===== src/rtl/cwalk_pkg.sv =====
// rtl/cwalk_pkg.sv - crosswalk sequencer states and per-state lamp decode
// Ports: none (package). Provides state_t, lamps_t, the per-state lamp
// constants and lamps_for(), which maps a state to its head outputs.
package cwalk_pkg;

    typedef enum logic [2:0] {
        ST_CLEAR    = 3'd0,
        ST_GREEN    = 3'd1,
        ST_YELLOW   = 3'd2,
        ST_ALL_RED  = 3'd3,
        ST_WALK     = 3'd4,
        ST_FLASH    = 3'd5
    } state_t;

    typedef struct packed {
        logic car_g;
        logic car_y;
        logic car_r;
        logic walk;
        logic hand;
        logic num_on;
    } lamps_t;

    localparam lamps_t LAMPS_GREEN  = 6'b100_010;
    localparam lamps_t LAMPS_YELLOW = 6'b010_010;
    localparam lamps_t LAMPS_RED    = 6'b001_010;
    localparam lamps_t LAMPS_WALK   = 6'b001_100;
    localparam lamps_t LAMPS_FLASH  = 6'b001_011;

    function automatic lamps_t lamps_for(input state_t s);
        case (s)
            ST_GREEN:  return LAMPS_GREEN;
            ST_YELLOW: return LAMPS_YELLOW;
            ST_WALK:   return LAMPS_WALK;
            ST_FLASH:  return LAMPS_FLASH;
            default:   return LAMPS_RED;
        endcase
    endfunction

endpackage


===== src/rtl/cwalk_ctrl_if.sv =====
// rtl/cwalk_ctrl_if.sv - pedestrian request and signal-head bundle
// Signals: ped_req (button), car_g/car_y/car_r (vehicle head),
// walk/hand/num_on/num (crosswalk head), ped_wait (request lamp).
// master: the sequencer (drives heads, reads ped_req).
// slave:  the button/display side (drives ped_req, reads heads).
interface cwalk_ctrl_if;
    logic       ped_req;
    logic       car_g;
    logic       car_y;
    logic       car_r;
    logic       walk;
    logic       hand;
    logic       num_on;
    logic [3:0] num;
    logic       ped_wait;

    modport master (
        input  ped_req,
        output car_g, car_y, car_r, walk, hand, num_on, num, ped_wait
    );

    modport slave (
        output ped_req,
        input  car_g, car_y, car_r, walk, hand, num_on, num, ped_wait
    );
endinterface


===== src/rtl/tick_gen.sv =====
// rtl/tick_gen.sv - prescaler producing a one-cycle tick every TICK_DIV clocks
// Ports: clk, reset (async, active-low), tick (high while count = TICK_DIV-1).
module tick_gen #(
    parameter int TICK_DIV = 50
) (
    input  logic clk,
    input  logic reset,
    output logic tick
);
    localparam int W = (TICK_DIV > 2) ? $clog2(TICK_DIV) : 1;
    localparam logic [W-1:0] LAST = W'(TICK_DIV - 1);

    logic [W-1:0] cnt;

    always_ff @(posedge clk or negedge reset) begin
        if (!reset) begin
            cnt <= '0;
        end else if (cnt == LAST) begin
            cnt <= '0;
        end else begin
            cnt <= cnt + 1'b1;
        end
    end

    assign tick = (cnt == LAST);
endmodule


===== src/rtl/cwalk_ctrl.sv =====
// rtl/cwalk_ctrl.sv - mid-block pedestrian crossing sequencer
// Ports: clk, reset (async, active-low), bus (cwalk_ctrl_if.master):
// ped_req in; car_g/car_y/car_r, walk/hand, num_on/num, ped_wait out.
// Holds the FSM, per-state tick timer, pending-request latch and the
// registered head outputs.
module cwalk_ctrl
    import cwalk_pkg::*;
#(
    parameter int TICK_DIV  = 50,
    parameter int GREEN_MIN = 8,
    parameter int YELLOW_T  = 3,
    parameter int ALLRED_T  = 1,
    parameter int WALK_T    = 5,
    parameter int CNTDN_T   = 9
) (
    input  logic          clk,
    input  logic          reset,
    cwalk_ctrl_if.master  bus
);
    // Timer values on the last tick of each state (timer counts from 0).
    localparam logic [3:0] GREEN_LAST  = 4'(GREEN_MIN - 1);
    localparam logic [3:0] GREEN_SAT   = 4'(GREEN_MIN);
    localparam logic [3:0] YELLOW_LAST = 4'(YELLOW_T - 1);
    localparam logic [3:0] ALLRED_LAST = 4'(ALLRED_T - 1);
    localparam logic [3:0] WALK_LAST   = 4'(WALK_T - 1);
    localparam logic [3:0] CNTDN_LAST  = 4'(CNTDN_T - 1);
    localparam logic [3:0] CNTDN_TOP   = 4'(CNTDN_T);

    logic       tick;
    state_t     state, state_nx;
    logic [3:0] timer, timer_nx;
    logic       pend, pend_nx;
    logic       done;
    lamps_t     lamps_q, lamps_nx;
    logic [3:0] num_q, num_nx;

    tick_gen #(.TICK_DIV(TICK_DIV)) u_tick (
        .clk   (clk),
        .reset (reset),
        .tick  (tick)
    );

    // State register, tick timer, pending latch and head registers.
    always_ff @(posedge clk or negedge reset) begin
        if (!reset) begin
            state   <= ST_CLEAR;
            timer   <= '0;
            pend    <= 1'b0;
            lamps_q <= LAMPS_RED;
            num_q   <= '0;
        end else begin
            state   <= state_nx;
            timer   <= timer_nx;
            pend    <= pend_nx;
            lamps_q <= lamps_nx;
            num_q   <= num_nx;
        end
    end

    // Next state. done means "this tick completes the state".
    always_comb begin
        done     = 1'b0;
        state_nx = state;
        timer_nx = timer;
        case (state)
            ST_CLEAR:   done = (timer == ALLRED_LAST);
            // Green timer saturates at GREEN_MIN, so >= GREEN_MIN-1 covers
            // both "reaching the minimum on this tick" and "already past it".
            ST_GREEN:   done = (timer >= GREEN_LAST) && (pend || bus.ped_req);
            ST_YELLOW:  done = (timer == YELLOW_LAST);
            ST_ALL_RED: done = (timer == ALLRED_LAST);
            ST_WALK:    done = (timer == WALK_LAST);
            ST_FLASH:   done = (timer == CNTDN_LAST);
            default:    done = 1'b1;
        endcase
        if (tick) begin
            if (done) begin
                timer_nx = '0;
                case (state)
                    ST_CLEAR:   state_nx = ST_GREEN;
                    ST_GREEN:   state_nx = ST_YELLOW;
                    ST_YELLOW:  state_nx = ST_ALL_RED;
                    ST_ALL_RED: state_nx = ST_WALK;
                    ST_WALK:    state_nx = ST_FLASH;
                    default:    state_nx = ST_CLEAR;
                endcase
            end else if (state == ST_GREEN && timer == GREEN_SAT) begin
                timer_nx = timer;
            end else begin
                timer_nx = timer + 4'd1;
            end
        end
        // The request being served is consumed on walk entry; a press in
        // that very cycle is part of the same crossing.
        if (state == ST_ALL_RED && state_nx == ST_WALK) begin
            pend_nx = 1'b0;
        end else begin
            pend_nx = pend || bus.ped_req;
        end
    end

    // Head decode from the next state so the registers track the state.
    always_comb begin
        lamps_nx = lamps_for(state_nx);
        num_nx   = '0;
        if (state_nx == ST_FLASH) begin
            num_nx = CNTDN_TOP - timer_nx;
        end
    end

    assign bus.car_g    = lamps_q.car_g;
    assign bus.car_y    = lamps_q.car_y;
    assign bus.car_r    = lamps_q.car_r;
    assign bus.walk     = lamps_q.walk;
    assign bus.hand     = lamps_q.hand;
    assign bus.num_on   = lamps_q.num_on;
    assign bus.num      = num_q;
    assign bus.ped_wait = pend;
endmodule


===== src/flat_wrapper.sv =====
// flat-port wrapper written by rule: the top's interface ports become plain ports
module cwalk_ctrl_flat import cwalk_pkg::*;
#(
    parameter int TICK_DIV  = 50,
    parameter int GREEN_MIN = 8,
    parameter int YELLOW_T  = 3,
    parameter int ALLRED_T  = 1,
    parameter int WALK_T    = 5,
    parameter int CNTDN_T   = 9
)
  (clk, reset, bus_ped_req, bus_car_g, bus_car_y, bus_car_r, bus_walk, bus_hand, bus_num_on, bus_num, bus_ped_wait);
  cwalk_ctrl_if bus_i ();
  input  logic clk;
  input  logic reset;
  input wire logic [$bits(bus_i.ped_req)-1:0] bus_ped_req;
  output wire logic [$bits(bus_i.car_g)-1:0] bus_car_g;
  output wire logic [$bits(bus_i.car_y)-1:0] bus_car_y;
  output wire logic [$bits(bus_i.car_r)-1:0] bus_car_r;
  output wire logic [$bits(bus_i.walk)-1:0] bus_walk;
  output wire logic [$bits(bus_i.hand)-1:0] bus_hand;
  output wire logic [$bits(bus_i.num_on)-1:0] bus_num_on;
  output wire logic [$bits(bus_i.num)-1:0] bus_num;
  output wire logic [$bits(bus_i.ped_wait)-1:0] bus_ped_wait;
  assign bus_i.ped_req = bus_ped_req;
  assign bus_car_g = bus_i.car_g;
  assign bus_car_y = bus_i.car_y;
  assign bus_car_r = bus_i.car_r;
  assign bus_walk = bus_i.walk;
  assign bus_hand = bus_i.hand;
  assign bus_num_on = bus_i.num_on;
  assign bus_num = bus_i.num;
  assign bus_ped_wait = bus_i.ped_wait;
  cwalk_ctrl #(.TICK_DIV(TICK_DIV), .GREEN_MIN(GREEN_MIN), .YELLOW_T(YELLOW_T), .ALLRED_T(ALLRED_T), .WALK_T(WALK_T), .CNTDN_T(CNTDN_T)) u_core (.clk(clk), .reset(reset), .bus(bus_i));
endmodule

===== config.mk =====
export PLATFORM = sky130hd
export DESIGN_NAME = cwalk_ctrl_flat
export DESIGN_NICKNAME = d
export VERILOG_FILES = /design/src/rtl/cwalk_pkg.sv /design/src/rtl/cwalk_ctrl_if.sv /design/src/rtl/tick_gen.sv /design/src/rtl/cwalk_ctrl.sv /design/src/flat_wrapper.sv
export SDC_FILE = /design/constraint.sdc
export NUM_CORES = 1
export LEC_CHECK = 0
export CAP_MARGIN = 5
export CORE_MARGIN = 4
export CORE_UTILIZATION = 55
export DETAILED_ROUTE_END_ITERATION = 8
export PLACE_DENSITY = 0.89
export SLEW_MARGIN = 20
export SYNTH_ARGS = -nofsm -noshare
export SYNTH_HDL_FRONTEND = slang
export SYNTH_SLANG_ARGS = --single-unit

===== constraint.sdc =====
create_clock -name clk -period 2.6 [get_ports clk]
set_input_delay 0.39 -clock clk [delete_from_list [all_inputs] [get_ports clk]]
set_output_delay 0.39 -clock clk [all_outputs]
set_load 0.02 [all_outputs]

==> flow_metrics.env, run 1 <==
export IMPL_status="complete, no violations"
export IMPL_syn_nets=137
export IMPL_drv_slew=0
export IMPL_r2r_start="u_core.state[2]$_DFF_PN0_"
export IMPL_fin_util_pct=68.2
export IMPL_power_mw=0.573
export IMPL_cts_buffer_depth=2
export IMPL_ios=14
export IMPL_reg2reg_to="u_core.bus.num[3]$_DFF_PN0_"
export IMPL_power_leakage_nw=0.674
export IMPL_rrSetupSlack_ns=0.19
export IMPL_synth_cells=129
export IMPL_htree_levels=1
export IMPL_cp_start_kind="flop"
export IMPL_chipWidth_um=56.4
export IMPL_cts_buffers=3
export IMPL_synthArstFlopShare_pct=100
export IMPL_slew_headroom_pct=71.9
export IMPL_finalHoldViolations=0
export IMPL_hold_class="input port to asynchronous set/reset pin"
export IMPL_cp_required_ns=2.81
export IMPL_numClockSinks=24
export IMPL_peakVddDrop_mv=0.412
export IMPL_grt_start_max_net_pins=25
export IMPL_fmax_mhz=415
export IMPL_hold_buffers=0
export IMPL_overflow=0
export IMPL_core_area_um2=2210
export IMPL_cts_clk_slew_worst_paths_ns=0.12
export IMPL_first_pass_iters=4
export IMPL_synthFlopType="dfrtp_1"
export IMPL_antenna_found_initial=0
export IMPL_skew_ns=0.00666
export IMPL_min_period_ns=2.41
export IMPL_wl_mm=2.51
export IMPL_hpwl_mm=1.84
export IMPL_worstSkewPairLatency_ns=0.31
export IMPL_antenna_cells=0
export IMPL_finalNetCount=155
export IMPL_rsz0062_at_grt="no"
export IMPL_synth_cell_types=41
export IMPL_yosysSeqAreaShare_pct=46.9
export IMPL_drc=0
export IMPL_setup_violations=0
export IMPL_syn2layout_area_growth_pct=17.3
export IMPL_end_kind="flop"
export IMPL_worst_slew_pin_slew_ns=0.420
export IMPL_die_h_um=56.4
export IMPL_route_vias_total=990
export IMPL_pwr_density_cell_nw_per_um2=380
export IMPL_min_period_over_period_pct=92.7
export IMPL_tritoncts="built"
export IMPL_synth_seq_cells=24
export IMPL_grt_pass1_wl_mm=4.31
export IMPL_dp_cells=170
export IMPL_avgSynthCellArea_um2=9.97
export IMPL_crit_type="flop to flop"
export IMPL_ant_nets=0
export IMPL_holdWs_ns=0.421
export IMPL_viasPerCell=5.69
export IMPL_synth_edff_count=0
export IMPL_drt_iter0_drc=25
export IMPL_reg2regPathDepth=10
export IMPL_gp_congestion=0.906
export IMPL_rows=17
export IMPL_cp_max_fo=4
export IMPL_drt_wirelength_per_cell_um=14.4
export IMPL_dieArea_um2=3180
export IMPL_grt_usage_pct=16.9
export IMPL_yosys_warnings=0
export IMPL_grt_pass1_vias=986
export IMPL_final_cells=174
export IMPL_layout_drive_gt1_share_pct=14.4
export IMPL_cp_arrival_ns=2.62
export IMPL_synth_area_um2=1290
export IMPL_max_cap_violations=0
export IMPL_tns_ns=0
export IMPL_start_util_pct=58.1
export IMPL_cts_root_buf="clkbuf_4"
export IMPL_port_buffers=13
export IMPL_nFillCells=178
==> where the power goes <==
part	switching [mW]	internal, mW
sequential	0.0000000000000000206	0.373
clock	0.104	0.0855
combinational	0.00710	0.00360
==> state kept, by name (all words and copies together) (netlist names), 3 cells and up <==
| name | cells |
|---|---|
| u_core.timer | 4 |
| u_core.state | 3 |
| u_core.u_tick.cnt | 6 |
| u_core.bus.num | 4 |
==> timing repair <==
action                                  in CTS  in global routing
setup buffers                                0                  0
resized for setup                            0                  1
endpoints found under the hold margin        0                  0
endpoints found under the setup margin       0                  1
==> cells by family (layout without fill, tap and decap cells) <==
logic type / count (synthesis) / after routing / synth area share, %
xor gates and xnor gates: 4 / 4 / 2.72
and+or+nand+nor: 57 / 57 / 27.5
muxes: 3 / 3 / 2.43
adders and majority gates: 5 / 5 / 4.86
buffers and inverters: 13 / 30 / 4.09
DFF: 24 / 24 / 46.9
AOI/OAI and AO/OA: 23 / 23 / 11.5
==> synthesized netlist by cell type, drive strengths merged (4+ instances only) <==
library cell | number | area share [%]
ha | 5 | 4.9
inv | 7 | 2.0
nor3 | 5 | 1.9
dfrtp | 22 | 43
clkbuf | 5 | 1.5
nor2 | 11 | 3.2
a21oi | 6 | 2.3
nand3 | 6 | 2.3
nor2b | 4 | 1.9
nand2 | 10 | 2.9
o21ai | 9 | 3.8
==> worst max-delay path: stages (launching register included) <==
cell and delay, ns:
dfrtp_1 0.44, or3b_1 0.41, or3_4 0.36, nand3_1 0.16, nor3_1 0.08, o21ai_0 0.22
o21a_1 0.17, ha_1 0.15, inv_1 0.05, a21oi_1 0.10, and3b_1 0.18
==> how the worst max path moves through the flow <==
| stage | start | end | slack, ns | cells after the start |
|---|---|---|---|---|
| global placement | bus_ped_req | u_core.bus.num[3]$_DFF_PN0_ | 0.21 | 11 |
| global route | u_core.state[1]$_DFF_PN0_ | u_core.bus.num[3]$_DFF_PN0_ | 0.02 | 10 |
| floorplan | u_core.state[1]$_DFF_PN0_ | u_core.bus.num[3]$_DFF_PN0_ | 0.35 | 10 |
| CTS | u_core.u_tick.cnt[1]$_DFF_PN0_ | u_core.bus.num[3]$_DFF_PN0_ | 0.18 | 11 |
| finish | u_core.state[2]$_DFF_PN0_ | u_core.bus.num[3]$_DFF_PN0_ | 0.19 | 10 |
| detailed placement | bus_ped_req | u_core.bus.num[3]$_DFF_PN0_ | 0.08 | 11 |
==> metrics by stage <==
step | instance area (µm²) | worst slack (ns)
6_report | 1510 | 0.191
5_1_grt | 1510 | 0.0236
4_1_cts | 1510 | 0.176
3_5_place_dp | 1470 | 0.0805
3_3_place_gp | 1470 | 0.207
2_1_floorplan | 1290 | 0.346
==> cells in the final DEF (no fill, tap or decap), types with 2 or more instances in the layout <==
| master | instances |
|---|---|
| a21oi_1 | 6 |
| a31oi_1 | 2 |
| and2_1 | 3 |
| buf_4 | 6 |
| clkbuf_4 | 3 |
| clkdlybuf4s50_1 | 13 |
| dfrtp_1 | 22 |
| dfstp_2 | 2 |
| ha_1 | 5 |
| inv_1 | 7 |
| mux2i_1 | 2 |
| nand2_1 | 10 |
| nand3_1 | 6 |
| nand4_1 | 2 |
| nor2_1 | 11 |
| nor2b_1 | 4 |
| nor3_1 | 5 |
| nor4bb_1 | 2 |
| o21ai_0 | 8 |
| xnor2_1 | 3 |
==> final cells by class <==
class | instances | area (µm²) | area share, %
well taps | 28 | 35.0 | 2.32
repair buffers | 19 | 175 | 11.6
flip-flops and latches | 24 | 603 | 40.0
multi-input cells | 92 | 633 | 42.0
inverters | 7 | 26.3 | 1.74
clock buffers | 4 | 36.3 | 2.40
==> routing by layer <==
| layer | track usage (%) | share of wire, % | vias up |
|---|---|---|---|
| met2 | 29.9 | 51 | 18 |
| li1 | - | - | 485 |
| met1 | 20.8 | 44 | 485 |
| met4 | 4.41 | 0.52 | 0 |
| met5 | 0 | 0 | - |
| met3 | 3.68 | 4.2 | 2 |
No activity file was read; power rests on OpenSTA's default activity.
==> run 2: changes to the inputs <==
--- a/config.mk
+++ b/config.mk
@@ -10,6 +10,7 @@
 export CORE_UTILIZATION = 55
 export DETAILED_ROUTE_END_ITERATION = 8
 export PLACE_DENSITY = 0.89
+export SKIP_CTS_REPAIR_TIMING = 1
 export SLEW_MARGIN = 20
 export SYNTH_ARGS = -nofsm -noshare
 export SYNTH_HDL_FRONTEND = slang
==> results of run 2 <==
The final DEF is identical to that of run 1; final timing and power are the same.
==> RTL change 1 (config.mk and constraints of run 1) <==
`TICK_DIV` is set to 50 in 3 places; all go to 25.
--- a/src/rtl/tick_gen.sv
+++ b/src/rtl/tick_gen.sv
@@ -1,7 +1,7 @@
 // rtl/tick_gen.sv - prescaler producing a one-cycle tick every TICK_DIV clocks
 // Ports: clk, reset (async, active-low), tick (high while count = TICK_DIV-1).
 module tick_gen #(
-    parameter int TICK_DIV = 50
+    parameter int TICK_DIV = 25
 ) (
     input  logic clk,
     input  logic reset,
--- a/src/rtl/cwalk_ctrl.sv
+++ b/src/rtl/cwalk_ctrl.sv
@@ -6,7 +6,7 @@
 module cwalk_ctrl
     import cwalk_pkg::*;
 #(
-    parameter int TICK_DIV  = 50,
+    parameter int TICK_DIV  = 25,
     parameter int GREEN_MIN = 8,
     parameter int YELLOW_T  = 3,
     parameter int ALLRED_T  = 1,
--- a/src/flat_wrapper.sv
+++ b/src/flat_wrapper.sv
@@ -1,7 +1,7 @@
 // flat-port wrapper written by rule: the top's interface ports become plain ports
 module cwalk_ctrl_flat import cwalk_pkg::*;
 #(
-    parameter int TICK_DIV  = 50,
+    parameter int TICK_DIV  = 25,
     parameter int GREEN_MIN = 8,
     parameter int YELLOW_T  = 3,
     parameter int ALLRED_T  = 1,
Behaviour: no difference found for any inputs over 10 cycles, from zero or initial values and one cycle with reset low; that may be too few to reach the edited logic, so the function may still have changed.
==> RTL change 1 against run 1 <==
- setup slack worse by 0.11 ns
- count of clock-buffer cells in the layout stayed put
- sequential cell count is 1 lower
- global-route usage is 0.92 points higher
- first-iteration DRC count is 120% higher
- fmax is 4.2% lower
- clock skew is 0.0013 ns lower
- synthesized area is 0.49% lower
- routed wire length is 8.3% higher
- synthesized cell count is 7.8% lower
- cell area is 2.8% higher
- power is 6.8% lower
- largest power group unchanged
==> RTL change 1: results (changes against run 1) <==
Status -> finished, final reports clean (unchanged)
Detailed Routing Iterations Pass 1 -> 4 (unchanged)
Sequential fraction of the synthesis area -> 45.2% (was 46.9%)
Design Power -> 534 uW (was 573 uW)
Pin count of the biggest net entering global routing -> 24 (was 25)
Synth Area in XOR/XNOR -> 2.74% (was 2.72%)
Net Sw Power -> 113 uW (was 111 uW)
Placed inst area -> 0.00146 sq mm (was 0.00147 sq mm)
Commonest cells post-synth -> dfrtp_1 (21), nor2_1 (11), o21ai_0 (8) (was dfrtp_1 (22), nor2_1 (11), nand2_1 (10))
Met1 WL -> 1220 microns (was 1110 microns)
Clock skew after layout -> 0.00533 ns (was 0.00666 ns)
Worst vdd ir -> 0.254 mV (was 0.412 mV)
GR Util All Layers -> 17.9% (was 16.9%)
Via count -> 1017 (was 990)
DR iter-0 viols -> 55 (was 25)
RePlAce Congestion -> 0.836 (was 0.906)
Syn nets -> 127 (was 137)
Met3 Usage GRT -> 4.18% (was 3.68%)
Slowest CP cell -> or4_4 (was dfrtp_1)
Flop pwr share -> 67.0% (was 65.1%)
Async S/R FF share, synth -> 100% (unchanged)
Largest register FFs -> 5 (was 6)
Largest cells by area after synthesis -> dfrtp_1 (41%), ha_1 (4.9%), dfstp_2 (4.1%) (was dfrtp_1 (43%), ha_1 (4.9%), dfstp_2 (4.1%))
Netlist cell types -> 47 (was 41)
Met2 wire length -> 1280 microns (about the same)
Largest stage delay, worst path -> 0.55 ns (was 0.44 ns)
Dpl hpwl -> 1840 microns (about the same)
GRT met1 Usage -> 21.2% (was 20.8%)
Arrival time worst endpoint -> 2.76 ns (was 2.62 ns)
Synth Area in Compound Gates -> 14.4% (was 11.5%)
Proportion of synthesized area in mux cells -> 4.11% (was 2.43%)
Worst-Margin Slew -> 0.376 ns (was 0.420 ns)
Post-synthesis adder-cell area fraction -> 4.89% (was 4.86%)
Vias in the first global route -> 1043 (was 986)
Fraction of layout cells with a size suffix above 1 -> 30.6% (was 14.4%)
Met3 routed WL -> 142 microns (was 104 microns)
Port Buffers -> 13 (unchanged)
Post-layout nets -> 153 (was 155)
WL/cell -> 15.8 microns (was 14.4 microns)
Leakage Power -> 0.714 nW (was 0.674 nW)
First-pass GRT wire length -> 4450 microns (was 4310 microns)
## RTL change 1: cell type report
cell class,instances,area (sq um)
fill,160,661
multi-input combinational,84,654
sequential,23,578
timing repair buffer,27,235
tap,28,35.0
clock buffer,4,26.3
inverter,6,22.5
## RTL change 1: what timing repair did
| action | 4_1_cts | 5_1_grt |
|---|---|---|
| pin swaps | 2 | 5 |
| buffers inserted | 0 | 4 |
| endpoints found under the setup margin | 1 | 2 |
| hold endpoints to repair | 0 | 0 |
| gates resized for setup | 6 | 9 |
## RTL change 1: worst paths after layout
| kind | from | to | slack (ns) | cells past startpoint |
|---|---|---|---|---|
| setup reg to reg | u_core.timer[1] | u_core.bus.num[3] | 0.08 | 12 |
| setup / recovery | u_core.timer[1] | u_core.bus.num[3] | 0.08 | 12 |
| min in group clk | u_core.u_tick.cnt[0] | u_core.u_tick.cnt[0] | 0.51 | 1 |
| max in group asynchronous | reset | u_core.bus.hand | 1.91 | 2 |
| hold / removal | reset | u_core.timer[3] | 0.41 | 2 |
| hold reg to reg | u_core.u_tick.cnt[0] | u_core.u_tick.cnt[0] | 0.51 | 1 |
## RTL change 1: per-stage QoR
stage / cells / TNS [ns] / utilization (%) / setup slack, ns / hold WS, ns
final: 172 / 0 / 70.1 / 0.0845 / 0.413
after global routing: 172 / -0.0152 / 70.1 / -0.0152 / 0.438
after CTS: 168 / 0 / 67.8 / 0.0116 / 0.423
after detailed placement: 164 / -0.0840 / 66.1 / -0.0840 / 0.496
after global placement: 164 / 0 / 66.1 / 0.0840 / 0.468
after floorplan: 119 / 0 / - / 0.0889 / 0.0944
==> RTL change 2 (settings of run 1) <==
Made on the original files. Re-encode `state_t` (6 states) as one-hot, 6 bits wide.
--- a/src/rtl/cwalk_pkg.sv
+++ b/src/rtl/cwalk_pkg.sv
@@ -3,13 +3,13 @@
 // constants and lamps_for(), which maps a state to its head outputs.
 package cwalk_pkg;
 
-    typedef enum logic [2:0] {
-        ST_CLEAR    = 3'd0,
-        ST_GREEN    = 3'd1,
-        ST_YELLOW   = 3'd2,
-        ST_ALL_RED  = 3'd3,
-        ST_WALK     = 3'd4,
-        ST_FLASH    = 3'd5
+    typedef enum logic [5:0] {
+        ST_CLEAR    = 6'b000001,
+        ST_GREEN    = 6'b000010,
+        ST_YELLOW   = 6'b000100,
+        ST_ALL_RED  = 6'b001000,
+        ST_WALK     = 6'b010000,
+        ST_FLASH    = 6'b100000
     } state_t;
 
     typedef struct packed {
Formal check against the unedited RTL: no difference found for any inputs over 10 cycles, from zero or initial values and one cycle with reset low; not proved beyond that.
==> RTL change 2 against run 1 <==
- the run now ends with setup timing left
- sequential cell count increased by 3
- non-clock buffer count is 33 higher
- setup slack got worse by 0.38 ns
- fmax down 14%
- power up 8.1%
- critical endpoint unchanged
- largest power group unchanged
- routed wire length increased by 78%
- synthesized area up 23%
- synthesized cell count grew 23%
- combinational power up 10%
- cell area rose by 38%
==> RTL change 2: results (changes against run 1) <==
FF-to-FF path depth -> 12 (was 10)
Fraction of layout cells with a size suffix above 1 -> 32.5% (was 14.4%)
Netlist cell types -> 57 (was 41)
Sequential fraction of the synthesis area -> 43.1% (was 46.9%)
Final Setup Violations -> 1 (was 0)
Worst vdd ir -> 0.295 mV (was 0.412 mV)
GRT met1 Usage -> 31.5% (was 20.8%)
DR iter-0 viols -> 118 (was 25)
Post-layout nets -> 215 (was 155)
Arrival time worst endpoint -> 3.06 ns (was 2.62 ns)
Fillcell total -> 171 (was 178)
Reg clk slew, reported paths -> 0.15 ns (was 0.12 ns)
Status -> finished, violations left (was finished, final reports clean)
Proportion of synthesized area in mux cells -> 2.70% (was 2.43%)
Dpl hpwl -> 2820 microns (was 1840 microns)
Most common cell after layout, fill and taps aside -> buf_4 (was dfrtp_1)
Met3 Usage GRT -> 3.98% (was 3.68%)
Vias in the first global route -> 1505 (was 986)
Synth Area in Compound Gates -> 17.4% (was 11.5%)
GR Util All Layers -> 25.0% (was 16.9%)
Leakage Power -> 0.952 nW (was 0.674 nW)
Met2 Use GR -> 42.0% (was 29.9%)
Placed inst area -> 0.00188 sq mm (was 0.00147 sq mm)
Post-route setup slack -> -0.193 ns (was 0.191 ns)
Failing checks -> setup timing
Syn avg cell area -> 9.92 sq um (was 9.97 sq um)
Vias per cell -> 6.34 (was 5.69)
Commonest cells post-synth -> dfrtp_1 (24), nor2_1 (13), o21ai_0 (11) (was dfrtp_1 (22), nor2_1 (11), nand2_1 (10))
WHS -> 0.397 ns (was 0.421 ns)
Worst slack at placement -> -0.126 ns (was 0.0805 ns)
Internal -> 482 uW (was 462 uW)
Synthesized instance count -> 159 (was 129)
Skew-Pair Late Insertion Delay -> 0.34 ns (was 0.31 ns)
Pin count of the biggest net entering global routing -> 28 (was 25)
First-pass GRT wire length -> 6950 microns (was 4310 microns)
Setup_tns -> -0.193 ns (was 0 ns)
# placed instances -> 217 (was 170)
RTL change 2: how the worst max path moves through the flow:
stage,startpoint,endpoint,slack (ns),cells after the start
global placement,u_core.state[0],u_core.bus.num[3],-0.03,11
global route,u_core.state[0],u_core.bus.num[3],-0.27,12
CTS,u_core.state[0],u_core.bus.num[3],-0.10,13
detailed placement,u_core.state[0],u_core.bus.num[3],-0.13,11
floorplan,u_core.state[3],u_core.bus.num[3],-0.02,12
finish,u_core.state[0],u_core.bus.num[3],-0.19,12
RTL change 2: kinds of logic (layout without fill, tap and decap cells):
family                   Yosys count  count (layout)
flip-flops                        27              27
AO/OA/AOI/OAI                     39              39
XOR/XNOR                           5               5
adder cells (fa/ha/maj)            5               5
buffers and inverters             16              63
AND/OR/NAND/NOR                   63              63
multiplexers                       4               4
RTL change 2: area by class of cell:
class | instances | area (sq um) | share of cell area [%]
clock inverters | 1 | 5.00 | 0.240
well taps | 31 | 38.8 | 1.86
multi-input cells | 116 | 887 | 42.5
flip-flops and latches | 27 | 679 | 32.6
repair buffers | 52 | 427 | 20.5
inverters | 7 | 26.3 | 1.26
clock buffers | 3 | 22.5 | 1.08
RTL change 2: power groups by stage:
stage / logic (mW) / clock network [mW] / registers [mW]
after floorplan: 0.00000856 / 0 / 0.428
after global placement: 0.0121 / 0 / 0.428
after detailed placement: 0.0126 / 0 / 0.428
after CTS: 0.0126 / 0.193 / 0.420
after global routing: 0.0138 / 0.207 / 0.420
final: 0.0118 / 0.188 / 0.420
RTL change 2: critical path, cell delays in order, from the launching register on:
cell	delay, ns
dfstp_2	0.42
buf_6	0.12
or4_4	0.58
nor3b_4	0.30
a22oi_2	0.15
o211a_1	0.20
and3_4	0.20
a22oi_2	0.18
ha_4	0.18
inv_2	0.04
a21oi_2	0.09
mux2i_1	0.09
a32oi_1	0.19
RTL change 2: routing by layer:
layer,up-vias,wire length (microns)
met1,759,1890
li1,672,-
met2,61,2230
met3,11,231
met4,0,105
met5,-,0
RTL change 2: what timing repair did:
| action | 4_1_cts | 5_1_grt |
|---|---|---|
| buffers inserted | 15 | 3 |
| endpoints found under the hold margin | 0 | 0 |
| pin swaps | 9 | 7 |
| endpoints found under the setup margin | 1 | 13 |
| resized for setup | 7 | 6 |
